**src/rtl/wb_uart_tx_if.sv**
```systemverilog
// CPU data-bus request into the UART and the xbus response returned to the CPU.
interface wb_uart_tx_if;
  logic [31:0] wb_dbus_adr;
  logic [31:0] wb_dbus_dat;
  logic [3:0]  wb_dbus_sel;
  logic        wb_dbus_we;
  logic        wb_dbus_cyc;
  logic [31:0] wb_xbus_rdt;
  logic        wb_xbus_ack;

  modport master (
    output wb_dbus_adr, wb_dbus_dat, wb_dbus_sel, wb_dbus_we, wb_dbus_cyc,
    input  wb_xbus_rdt, wb_xbus_ack
  );

  modport slave (
    input  wb_dbus_adr, wb_dbus_dat, wb_dbus_sel, wb_dbus_we, wb_dbus_cyc,
    output wb_xbus_rdt, wb_xbus_ack
  );
endinterface

```
**src/rtl/wb_uart_tx.sv**
```systemverilog
// Wishbone UART transmitter: byte FIFO feeding an 8N1 shifter; registered ack one cycle after cyc.
// No bus stall: ack always given, pushes into a full FIFO are dropped and flagged as overflow.
module wb_uart_tx #(
  parameter int               WIDTH       = 4,
  parameter logic [WIDTH-1:0] ADDR        = 4'h4,
  parameter int               FIFO_DEPTH  = 16,
  parameter logic [15:0]      DEFAULT_DIV = 16'd104
) (
  input  logic         wb_clk,
  input  logic         wb_rst_n,
  wb_uart_tx_if.slave  bus,
  output logic         tx,
  output logic         irq_empty
);

  localparam int AW = (FIFO_DEPTH > 1) ? $clog2(FIFO_DEPTH) : 1;
  localparam int CW = AW + 1;

  typedef enum logic [1:0] {S_IDLE, S_START, S_DATA, S_STOP} state_e;

  typedef struct packed {
    logic [14:0] rsv_hi;
    logic        ovf;
    logic [3:0]  rsv_lo;
    logic        busy;
    logic        full;
    logic        empty;
    logic [8:0]  count;
  } status_t;

  state_e        state_d, state_q;
  logic          ack_d, ack_q, held_d, held_q;
  logic [31:0]   rdt_d, rdt_q;
  logic [AW-1:0] wptr_d, wptr_q, rptr_d, rptr_q;
  logic [CW-1:0] count_d, count_q;
  logic          ovf_d, ovf_q;
  logic [15:0]   div_d, div_q, cnt_d, cnt_q, eff_div;
  logic [7:0]    sh_d, sh_q;
  logic [2:0]    idx_d, idx_q;
  logic          tx_d, tx_q, irq_d, irq_q;
  logic [7:0]    fifo_mem [FIFO_DEPTH];
  logic          sel_hit, wr, push_req, push_ok, pop, full, empty, bit_end;
  logic [1:0]    off;
  status_t       status;
  logic          unused_bits;

  assign sel_hit = bus.wb_dbus_cyc && (bus.wb_dbus_adr[31:32-WIDTH] == ADDR);
  assign off     = bus.wb_dbus_adr[3:2];
  assign empty   = (count_q == '0);
  assign full    = (count_q == CW'(FIFO_DEPTH));
  assign eff_div = (div_q < 16'd2) ? 16'd2 : div_q;
  assign bit_end = (cnt_q == 16'd0);
  assign unused_bits = ^{bus.wb_dbus_adr, bus.wb_dbus_dat, bus.wb_dbus_sel};

  // Serialiser; the baud counter reloads at every bit boundary from the current divisor.
  always_comb begin
    state_d = state_q;
    cnt_d   = cnt_q;
    sh_d    = sh_q;
    idx_d   = idx_q;
    pop     = 1'b0;
    if (state_q != S_IDLE) cnt_d = bit_end ? (eff_div - 16'd1) : (cnt_q - 16'd1);
    case (state_q)
      S_IDLE: begin
        if (!empty) begin
          pop     = 1'b1;
          sh_d    = fifo_mem[rptr_q];
          cnt_d   = eff_div - 16'd1;
          state_d = S_START;
        end
      end
      S_START: begin
        if (bit_end) begin
          idx_d   = 3'd0;
          state_d = S_DATA;
        end
      end
      S_DATA: begin
        if (bit_end) begin
          if (idx_q == 3'd7) begin
            state_d = S_STOP;
          end else begin
            idx_d = idx_q + 3'd1;
            sh_d  = {1'b0, sh_q[7:1]};
          end
        end
      end
      default: begin
        if (bit_end) begin
          if (!empty) begin
            pop     = 1'b1;
            sh_d    = fifo_mem[rptr_q];
            state_d = S_START;
          end else begin
            state_d = S_IDLE;
          end
        end
      end
    endcase
    tx_d = 1'b1;
    if (state_d == S_START)     tx_d = 1'b0;
    else if (state_d == S_DATA) tx_d = sh_d[0];
  end

  // Bus side; held_q blocks a second ack while the initiator keeps cyc asserted.
  always_comb begin
    ack_d  = sel_hit && !ack_q && !held_q;
    held_d = held_q;
    if (ack_d)                   held_d = 1'b1;
    else if (!bus.wb_dbus_cyc)   held_d = 1'b0;
    wr = ack_d && bus.wb_dbus_we;

    status       = '0;
    status.count = 9'(count_q);
    status.empty = empty;
    status.full  = full;
    status.busy  = (state_q != S_IDLE);
    status.ovf   = ovf_q;

    rdt_d = '0;
    if (ack_d) begin
      case (off)
        2'd1:    rdt_d = status;
        2'd2:    rdt_d = {16'b0, div_q};
        default: rdt_d = '0;
      endcase
    end

    push_req = wr && (off == 2'd0) && bus.wb_dbus_sel[0];
    push_ok  = push_req && (!full || pop);

    ovf_d = ovf_q;
    if (push_req && full && !pop) ovf_d = 1'b1;
    if (wr && (off == 2'd1) && bus.wb_dbus_sel[2] && bus.wb_dbus_dat[16]) ovf_d = 1'b0;

    div_d = div_q;
    if (wr && (off == 2'd2)) begin
      if (bus.wb_dbus_sel[0]) div_d[7:0]  = bus.wb_dbus_dat[7:0];
      if (bus.wb_dbus_sel[1]) div_d[15:8] = bus.wb_dbus_dat[15:8];
    end

    wptr_d  = wptr_q + AW'(push_ok);
    rptr_d  = rptr_q + AW'(pop);
    count_d = count_q;
    if (push_ok && !pop)      count_d = count_q + CW'(1);
    else if (!push_ok && pop) count_d = count_q - CW'(1);

    irq_d = (count_d == '0) && (state_d == S_IDLE);
  end

  always_ff @(posedge wb_clk) begin
    if (push_ok) fifo_mem[wptr_q] <= bus.wb_dbus_dat[7:0];
  end

  always_ff @(posedge wb_clk or negedge wb_rst_n) begin
    if (!wb_rst_n) begin
      state_q <= S_IDLE;
      ack_q   <= 1'b0;
      held_q  <= 1'b0;
      rdt_q   <= '0;
      wptr_q  <= '0;
      rptr_q  <= '0;
      count_q <= '0;
      ovf_q   <= 1'b0;
      div_q   <= DEFAULT_DIV;
      cnt_q   <= '0;
      sh_q    <= '0;
      idx_q   <= '0;
      tx_q    <= 1'b1;
      irq_q   <= 1'b1;
    end else begin
      state_q <= state_d;
      ack_q   <= ack_d;
      held_q  <= held_d;
      rdt_q   <= rdt_d;
      wptr_q  <= wptr_d;
      rptr_q  <= rptr_d;
      count_q <= count_d;
      ovf_q   <= ovf_d;
      div_q   <= div_d;
      cnt_q   <= cnt_d;
      sh_q    <= sh_d;
      idx_q   <= idx_d;
      tx_q    <= tx_d;
      irq_q   <= irq_d;
    end
  end

  assign bus.wb_xbus_ack = ack_q;
  assign bus.wb_xbus_rdt = rdt_q;
  assign tx              = tx_q;
  assign irq_empty       = irq_q;

endmodule

```
**src/flat_wrapper.sv**
```systemverilog
// flat-port wrapper written by rule: the top's interface ports become plain ports
module wb_uart_tx_flat 
#(
  parameter int               WIDTH       = 4,
  parameter logic [WIDTH-1:0] ADDR        = 4'h4,
  parameter int               FIFO_DEPTH  = 16,
  parameter logic [15:0]      DEFAULT_DIV = 16'd104
)
  (wb_clk, wb_rst_n, tx, irq_empty, bus_wb_dbus_adr, bus_wb_dbus_dat, bus_wb_dbus_sel, bus_wb_dbus_we, bus_wb_dbus_cyc, bus_wb_xbus_rdt, bus_wb_xbus_ack);
  wb_uart_tx_if bus_i ();
  input  logic wb_clk;
  input  logic wb_rst_n;
  output logic tx;
  output logic irq_empty;
  input wire logic [$bits(bus_i.wb_dbus_adr)-1:0] bus_wb_dbus_adr;
  input wire logic [$bits(bus_i.wb_dbus_dat)-1:0] bus_wb_dbus_dat;
  input wire logic [$bits(bus_i.wb_dbus_sel)-1:0] bus_wb_dbus_sel;
  input wire logic [$bits(bus_i.wb_dbus_we)-1:0] bus_wb_dbus_we;
  input wire logic [$bits(bus_i.wb_dbus_cyc)-1:0] bus_wb_dbus_cyc;
  output wire logic [$bits(bus_i.wb_xbus_rdt)-1:0] bus_wb_xbus_rdt;
  output wire logic [$bits(bus_i.wb_xbus_ack)-1:0] bus_wb_xbus_ack;
  assign bus_i.wb_dbus_adr = bus_wb_dbus_adr;
  assign bus_i.wb_dbus_dat = bus_wb_dbus_dat;
  assign bus_i.wb_dbus_sel = bus_wb_dbus_sel;
  assign bus_i.wb_dbus_we = bus_wb_dbus_we;
  assign bus_i.wb_dbus_cyc = bus_wb_dbus_cyc;
  assign bus_wb_xbus_rdt = bus_i.wb_xbus_rdt;
  assign bus_wb_xbus_ack = bus_i.wb_xbus_ack;
  wb_uart_tx #(.WIDTH(WIDTH), .ADDR(ADDR), .FIFO_DEPTH(FIFO_DEPTH), .DEFAULT_DIV(DEFAULT_DIV)) u_core (.wb_clk(wb_clk), .wb_rst_n(wb_rst_n), .bus(bus_i), .tx(tx), .irq_empty(irq_empty));
endmodule
```
**config.mk**
```make
export PLATFORM = sky130hd
export DESIGN_NAME = wb_uart_tx_flat
export DESIGN_NICKNAME = d
export VERILOG_FILES = /design/src/rtl/wb_uart_tx_if.sv /design/src/rtl/wb_uart_tx.sv /design/src/flat_wrapper.sv
export SDC_FILE = /design/constraint.sdc
export NUM_CORES = 1
export LEC_CHECK = 0
export BUFFER_PORTS_ARGS = -buffer_cell sky130_fd_sc_hd__buf_2
export CAP_MARGIN = 20
export CORE_ASPECT_RATIO = 2
export CORE_MARGIN = 2
export CORE_UTILIZATION = 63
export CTS_CLUSTER_SIZE = 24
export DETAILED_ROUTE_END_ITERATION = 8
export MAX_ROUTING_LAYER = met4
export PLACE_DENSITY = 0.85
export SETUP_SLACK_MARGIN = 0.02
export SLEW_MARGIN = 15
export SYNTH_ARGS = -nofsm -noshare
export SYNTH_HDL_FRONTEND = slang
export SYNTH_SLANG_ARGS = --single-unit
export TNS_END_PERCENT = 5
```
**constraint.sdc**
```tcl
create_clock -name wb_clk -period 5.25 [get_ports wb_clk]
set_clock_uncertainty 0.15 [all_clocks]
set_input_delay 0 -clock wb_clk [delete_from_list [all_inputs] [get_ports wb_clk]]
set_output_delay 0 -clock wb_clk [all_outputs]
set_load 0.01 [all_outputs]
```
# ---- After elaboration in Yosys (flattened, before gate mapping)
# Memory sizes are Yosys's and may differ from the RTL's.
# Index checks and enable logic that the tools add are counted.
dict set report word_totals {
  mem_bits_ro 0
  elab_cells 112
  reg_bits 95
  out_inout_bits 35
  memories 1
  latch_bits 0
  ramBits 128
}
# name depth width read_ports rd_ports_with_merged_regs write_ports line_no
set mem_list {}
lappend mem_list {u_core.fifo_mem 16 8 1 0 1 wb_uart_tx.sv:41} ;# logic [7:0] fifo_mem [FIFO_DEPTH];
dict set report classes {
  bitwise 1
  eq_ne 13
  multipliers 0
  div_mod_pow 0
  mux 36
  magnitude_cmp 1
  shifts 0
  reduce_logical 37
  add_sub_neg 7
}
# cell count
set op_table {}
lappend op_table {{$mux W16} 5}
lappend op_table {{$pmux W17 S2} 1}
lappend op_table {{$mux W32} 1}
lappend op_table {{$mux W8} 4}
lappend op_table {{$sub A16 B1 Y16 const B} 2}
lappend op_table {{$pmux W8 S3} 1}
lappend op_table {{$logic_and A1 B1 Y1} 16}
lappend op_table {{$logic_not A16 Y1} 1}
lappend op_table {{$lt A16 B2 Y1 const B} 1}
lappend op_table {{$mux W1} 11}
lappend op_table {{$logic_not A5 Y1} 2}
lappend op_table {{$mux W2} 5}
lappend op_table {{$mux W5} 2}
lappend op_table {{$mux W3} 3}
lappend op_table {{$add A4 B1 Y4} 2}
lappend op_table {{$reduce_and A4 Y1} 2}
lappend op_table {{$reduce_bool A2 Y1} 4}
lappend op_table {{$eq A2 B1 Y1 const B} 3}
lappend op_table {{$eq A2 B2 Y1 const B} 3}
lappend op_table {{$logic_not A2 Y1} 3}
lappend op_table {{$ne A2 B1 Y1 const B} 3}
lappend op_table {{$pmux W2 S3} 1}
lappend op_table {{$pmux W3 S2} 1}
lappend op_table {{$add A5 B1 Y5 const B} 1}
lappend op_table {{other kinds (12)} 17}

# ---- Depth between registers and ports, before layout
dict set report logic_depth {
  ltp_word 14
  depth_mapped 12
}

# ---- Least setup slack after synthesis
# No wires, ideal clock.
dict set report synth_timing {
  path_kind {reg2reg}
  start {register u_core.cnt_q[0]}
  end {memory u_core.fifo_mem[0][0] (enable)}
  path_slack_ns 1.642
  arrival_ns 3.075
  stages_incl_launch_ff 10
  n_path_buf 1
  synth_period_minus_slack_ns 3.608
  cell_sequence {dfrtp_1 -> inv_1 -> ha_1 -> or3b_2 -> or3_1 -> buf_6 -> o41a_4 -> a31oi_4 -> nand2_2 -> nor3_1}
}
dict set report synth_via {
  elab_chain_len 7
}
# item line_no
set synth_lines {}
lappend synth_lines {{start, declared} wb_uart_tx.sv:37} ;# logic [15:0] div_d, div_q, cnt_d, cnt_q, eff_div;
lappend synth_lines {{start signal, assigned} wb_uart_tx.sv:181} ;# cnt_q <= cnt_d;
lappend synth_lines {{$logic_not A16 Y1} wb_uart_tx.sv:52} ;# assign bit_end = (cnt_q == 16'd0);
lappend synth_lines {{$mux W1} wb_uart_tx.sv:89} ;# if (bit_end) begin
lappend synth_lines {{$pmux W1 S2} wb_uart_tx.sv:63} ;# case (state_q)
lappend synth_lines {{$logic_or A1 B1 Y1} wb_uart_tx.sv:130} ;# push_ok = push_req && (!full || pop);
lappend synth_lines {{$logic_and A1 B1 Y1} wb_uart_tx.sv:130}
lappend synth_lines {{$mux W1} wb_uart_tx.sv:152} ;# if (push_ok) fifo_mem[wptr_q] <= bus.wb_dbus_dat[7:0];
lappend synth_lines {{$mux W1 (not written as such)} wb_uart_tx.sv:152}
lappend synth_lines {{end, declared} wb_uart_tx.sv:41}
# Every way passes these cells.

# ---- Worst setup path in the final report
dict set report layout_timing {
  start {register u_core.div_q[8]}
  end {register u_core.cnt_q[12]}
}
dict set report layout_via {
  elab_chain_len 7
}
# item line_no
set layout_lines {}
lappend layout_lines {{start, declared} wb_uart_tx.sv:37}
lappend layout_lines {{start signal, assigned} wb_uart_tx.sv:180} ;# div_q <= div_d;
lappend layout_lines {{$lt A16 B2 Y1} wb_uart_tx.sv:51} ;# assign eff_div = (div_q < 16'd2) ? 16'd2 : div_q;
lappend layout_lines {{$mux W16 *} wb_uart_tx.sv:51}
lappend layout_lines {{$sub A16 B1 Y16 *} {wb_uart_tx.sv:62, wb_uart_tx.sv:68}}
lappend layout_lines {{$mux W16 (2 in series)} wb_uart_tx.sv:62} ;# if (state_q != S_IDLE) cnt_d = bit_end ? (eff_div - 16'd1) : (cnt_q - 16'd1);
lappend layout_lines {{$mux W16} wb_uart_tx.sv:65} ;# if (!empty) begin
lappend layout_lines {{$mux W16 *} wb_uart_tx.sv:63}
lappend layout_lines {{net u_core.cnt_d[12]} wb_uart_tx.sv:37}
# The timed path passes the listed nets; every way through them passes the cells marked *.
# A chain may end at the register's enable or synchronous reset.

==> metrics.md <==
| Metric | Value |
|---|---|
| Switching share of total power | `0.291` |
| Yosys reg bits | `between 200 and 250` |
| Max cap viols | `0` |
| Sequential area share after synthesis | `0.635` |
| Die width | `89.5 um` |
| GRT overflow | `0` |
| DRC violations left | `0` |
| CP Class | `flop to flop` |
| Synth top area cells | `edfxtp_1 (42%), dfrtp_1 (20%), mux4_2 (9.5%), mux2_2 (2.0%), nor2_1 (1.8%)` |
| Share of post-route cells with drive strength above 1 | `0.235` |
| Final net count | `784` |
| Synth-to-layout area growth | `14.1%` |
| CTS tree | `yes` |
| Worst skew pair latency | `roughly 500 ps` |
| CP most frequent cell | `nor4_1` |
| Slew Limit Headroom | `0.194` |
| Worst Hold Launch | `bus_wb_dbus_sel[1]` |
| GRT Total Usage | `0.299` |
| Post-Syn Instances | `624` |
| Pwr dens | `427 nW/um^2` |
| Worst reg2reg path depth | `11` |
| Clock Sink Count | `208` |
| Worst Tran Pin Value | `about 1200 ps` |
| FMAX | `~0.24 GHz` |
| Clock root cell | `clkbuf_16` |
| R2R Path End | `u_core.cnt_q[12]` |
| Clock group share of total power | `0.312` |
| Initial drt markers | `about 360` |
| Die ar. | `between 15,000 and 20,000 um^2` |
| Hold path cells | `3` |
| Yosys top cell by area | `edfxtp_1` |
| RSZ-0062 raised after global routing | `no` |
| Leak | `a little over 4 nW` |
| Cell Area, Synth | `approximately 9200 um^2` |
| Combinational Power Share | `0.218` |
| Starting Density | `0.642` |
| First-pass GRT wire length | `about 33,000 um` |
| Post-synth EDFFs | `about 130` |
| CP max stage delay | `about 520 ps` |
| Worst setup margin | `about 1200 ps` |
| Int Power | `approximately 3.2 mW` |
| Antenna-violating nets left | `0` |
| GPL Wtd Cong | `a little under 1` |
| Final HPWL DP | `approximately 15,000 um` |
| Unique cell type count in the Yosys netlist | `69` |
| Post-route setup TNS | `0 ps` |
| Ant. Diodes | `0` |
| H-Tree Depth | `1` |
| Post-CTS Resized | `0` |
| Via count | `about 5.8k` |
| Critical path launch point type | `flop` |
| Drt first pass iters | `5` |
| Synth warnings | `0` |
| Status | `finished clean` |
| Final Cycle Share | `0.778` |
| Initial antenna violation count | `0` |
| Drt total wl | `21,700 um` |
| Slew Limit Fails | `0` |
| Post-DR vias/cell | `6.47` |
| Peak VDD IR | `between 300 and 400 uV` |
| Pwr Total | `4.48 mW` |
| Avg Cell Area, Syn | `~15 um^2` |
| WP buf/inv | `0` |
| Reg2Reg Setup Slack | `approximately 1200 ps` |
| Core outline area | `roughly 14,000 um^2` |
| Max clock buf depth | `3` |
| Post-CTS setup buffers | `0` |
| Drt wl/cell | `around 24 um` |
| Psw | `between 1 and 1.5 mW` |
| CTS Buf Count | `18` |
| # fillers | `roughly 840` |
| Share of the synthesized area in the top cell type | `0.417` |
| Tmin final | `approximately 4100 ps` |
| IO Count | `roughly 110` |
| Pin count of the biggest net entering global routing | `just over 80` |
| Cell row count | `62` |
| DIE HEIGHT | `between 150 and 200 um` |
| WP data arrival | `4330 ps` |
| Top-count cell post-synth | `edfxtp_1` |
| Number of global-route vias before repair | `roughly 6.2k` |
| Crit Reg-Reg Startpoint | `u_core.div_q[8]` |
| I/O Buffers | `49` |
| Synth async-reset ratio | `0.385` |
| Critical-path cell list | `or3_1, nor4_1, nand2_1, o31ai_1, ha_1, or3b_2, nor4_1, nor2b_1, xor2_1, a32oi_1, o21ai_0` |
| Ys flop type | `edfxtp_1` |
| Setup violators final | `0` |
| Top post-synthesis cells by count | `edfxtp_1 (128), dfrtp_1 (75), nor2_1 (44)` |
| CP Capture Type | `flop` |
| Hold endpoint | `u_core.div_q[11]` |
| Critical path fanouts, max | `4` |
| WP data required | `about 5500 ps` |
| Place WS | `roughly 1300 ps` |
| Crit-path slowest cell | `or3b_2` |
| HP Class | `input port to flop` |
| Family with the most delay on the worst path | `simple AND/OR/NAND/NOR gates` |
| Final Hold Viols | `0` |
| Sequential power share | `0.470` |
| CTS clk-pin slew, worst paths | `70 ps` |
## cells by family after synthesis
family                     Yosys count  share of synthesized area
xor gates and xnor gates            22                     0.0217
and+or+nand+nor                    164                     0.0967
AOI/OAI and AO/OA                   99                     0.0774
DFF                                208                      0.635
adders and majority gates           13                     0.0177
buffers and inverters               58                     0.0313
other                                1                   0.000407
muxes                               59                      0.119
## metrics by stage
step | instance area [um^2] | hold slack (ps) | instances | utilization
2_1_floorplan | 9260 | -446 | 638 | -
3_3_place_gp | 9560 | 55.2 | 841 | 0.666
3_5_place_dp | 9560 | 79.1 | 841 | 0.666
4_1_cts | 10500 | 0.330 | 901 | 0.729
5_1_grt | 10500 | 41.8 | 903 | 0.732
6_report | 10500 | 13.5 | 903 | 0.732
## layout make-up
class | count | area, um^2 | area share
clock buffer | 21 | 493 | 0.0469
clock inverter | 11 | 133 | 0.0126
inverter | 14 | 52.6 | 0.00500
multi-input combinational | 372 | 3120 | 0.297
sequential | 208 | 5850 | 0.557
tap | 192 | 240 | 0.0229
timing repair buffer | 85 | 611 | 0.0581
## power by group through the flow
stage	Sequential (mW)	Combinational [mW]	Clock [mW]
after floorplan	1.98	0.794	0
after global placement	2.11	0.902	0
after detailed placement	2.13	0.940	0
after CTS	2.10	0.962	1.41
after global routing	2.13	1.04	1.48
final	2.11	0.979	1.40
## routing by layer
metal | GRT usage | vias to the layer above | wire, um
met1 | 0.297 | 2964 | 6900
met2 | 0.501 | 248 | 11900
li1 | - | 2536 | -
met3 | 0.0477 | 95 | 996
met4 | 0.226 | 0 | 1880
met5 | - | - | 0
## worst max-delay path by stage
stage	from	end	cells after the start
3_5_place_dp	u_core.cnt_q[0]	u_core.fifo_mem[11][2]	8
5_1_grt	u_core.div_q[8]	u_core.cnt_q[12]	11
3_3_place_gp	u_core.cnt_q[0]	u_core.fifo_mem[13][1]	8
2_1_floorplan	u_core.cnt_q[0]	u_core.fifo_mem[0][0]	9
4_1_cts	u_core.div_q[8]	u_core.cnt_q[12]	11
6_report	u_core.div_q[8]	u_core.cnt_q[12]	11
## cell usage in the layout (no fill, tap or decap), types with 4 or more instances in the layout
cell type	count
a32oi_1	4
or3_1	4
inv_1	14
a222oi_1	6
xnor2_1	12
buf_4	7
nand2_1	32
nand3_1	10
o21ai_0	29
mux2_2	16
a22oi_1	15
buf_2	48
dlygate4sd3_1	29
nand2b_1	7
a21oi_1	10
dfstp_2	5
nor3b_1	7
mux2i_1	4
nor3_1	16
ha_1	13
edfxtp_1	128
clkbuf_16	19
nor4_1	6
nor2_1	44
and3_1	9
xor2_1	9
dfrtp_1	74
conb_1	15
o22ai_1	4
mux4_2	39
## sequential cells by signal, indices dropped and copies added, names as in the netlist, 2 cells and up
name / count
u_core.div_q: 16
u_core.state_q: 2
u_core.count_q: 5
u_core.fifo_mem: 128
u_core.wptr_q: 4
u_core.rptr_q: 4
u_core.sh_q: 8
u_core.cnt_q: 16
u_core.bus.wb_xbus_rdt: 17
u_core.idx_q: 3
## worst register-to-register path, cell delays in order (launching register included)
cell,delay [ps]
dfrtp_1,440
or3_1,460
nor4_1,460
nand2_1,140
o31ai_1,410
ha_1,300
or3b_2,520
nor4_1,350
nor2b_1,220
xor2_1,290
a32oi_1,110
o21ai_0,130
## repair_timing
item	4_1_cts	5_1_grt
hold endpoints to repair	231	29
hold buffers	28	1
endpoints found under the setup margin	0	0
Power figures use the tool's default switching activity.
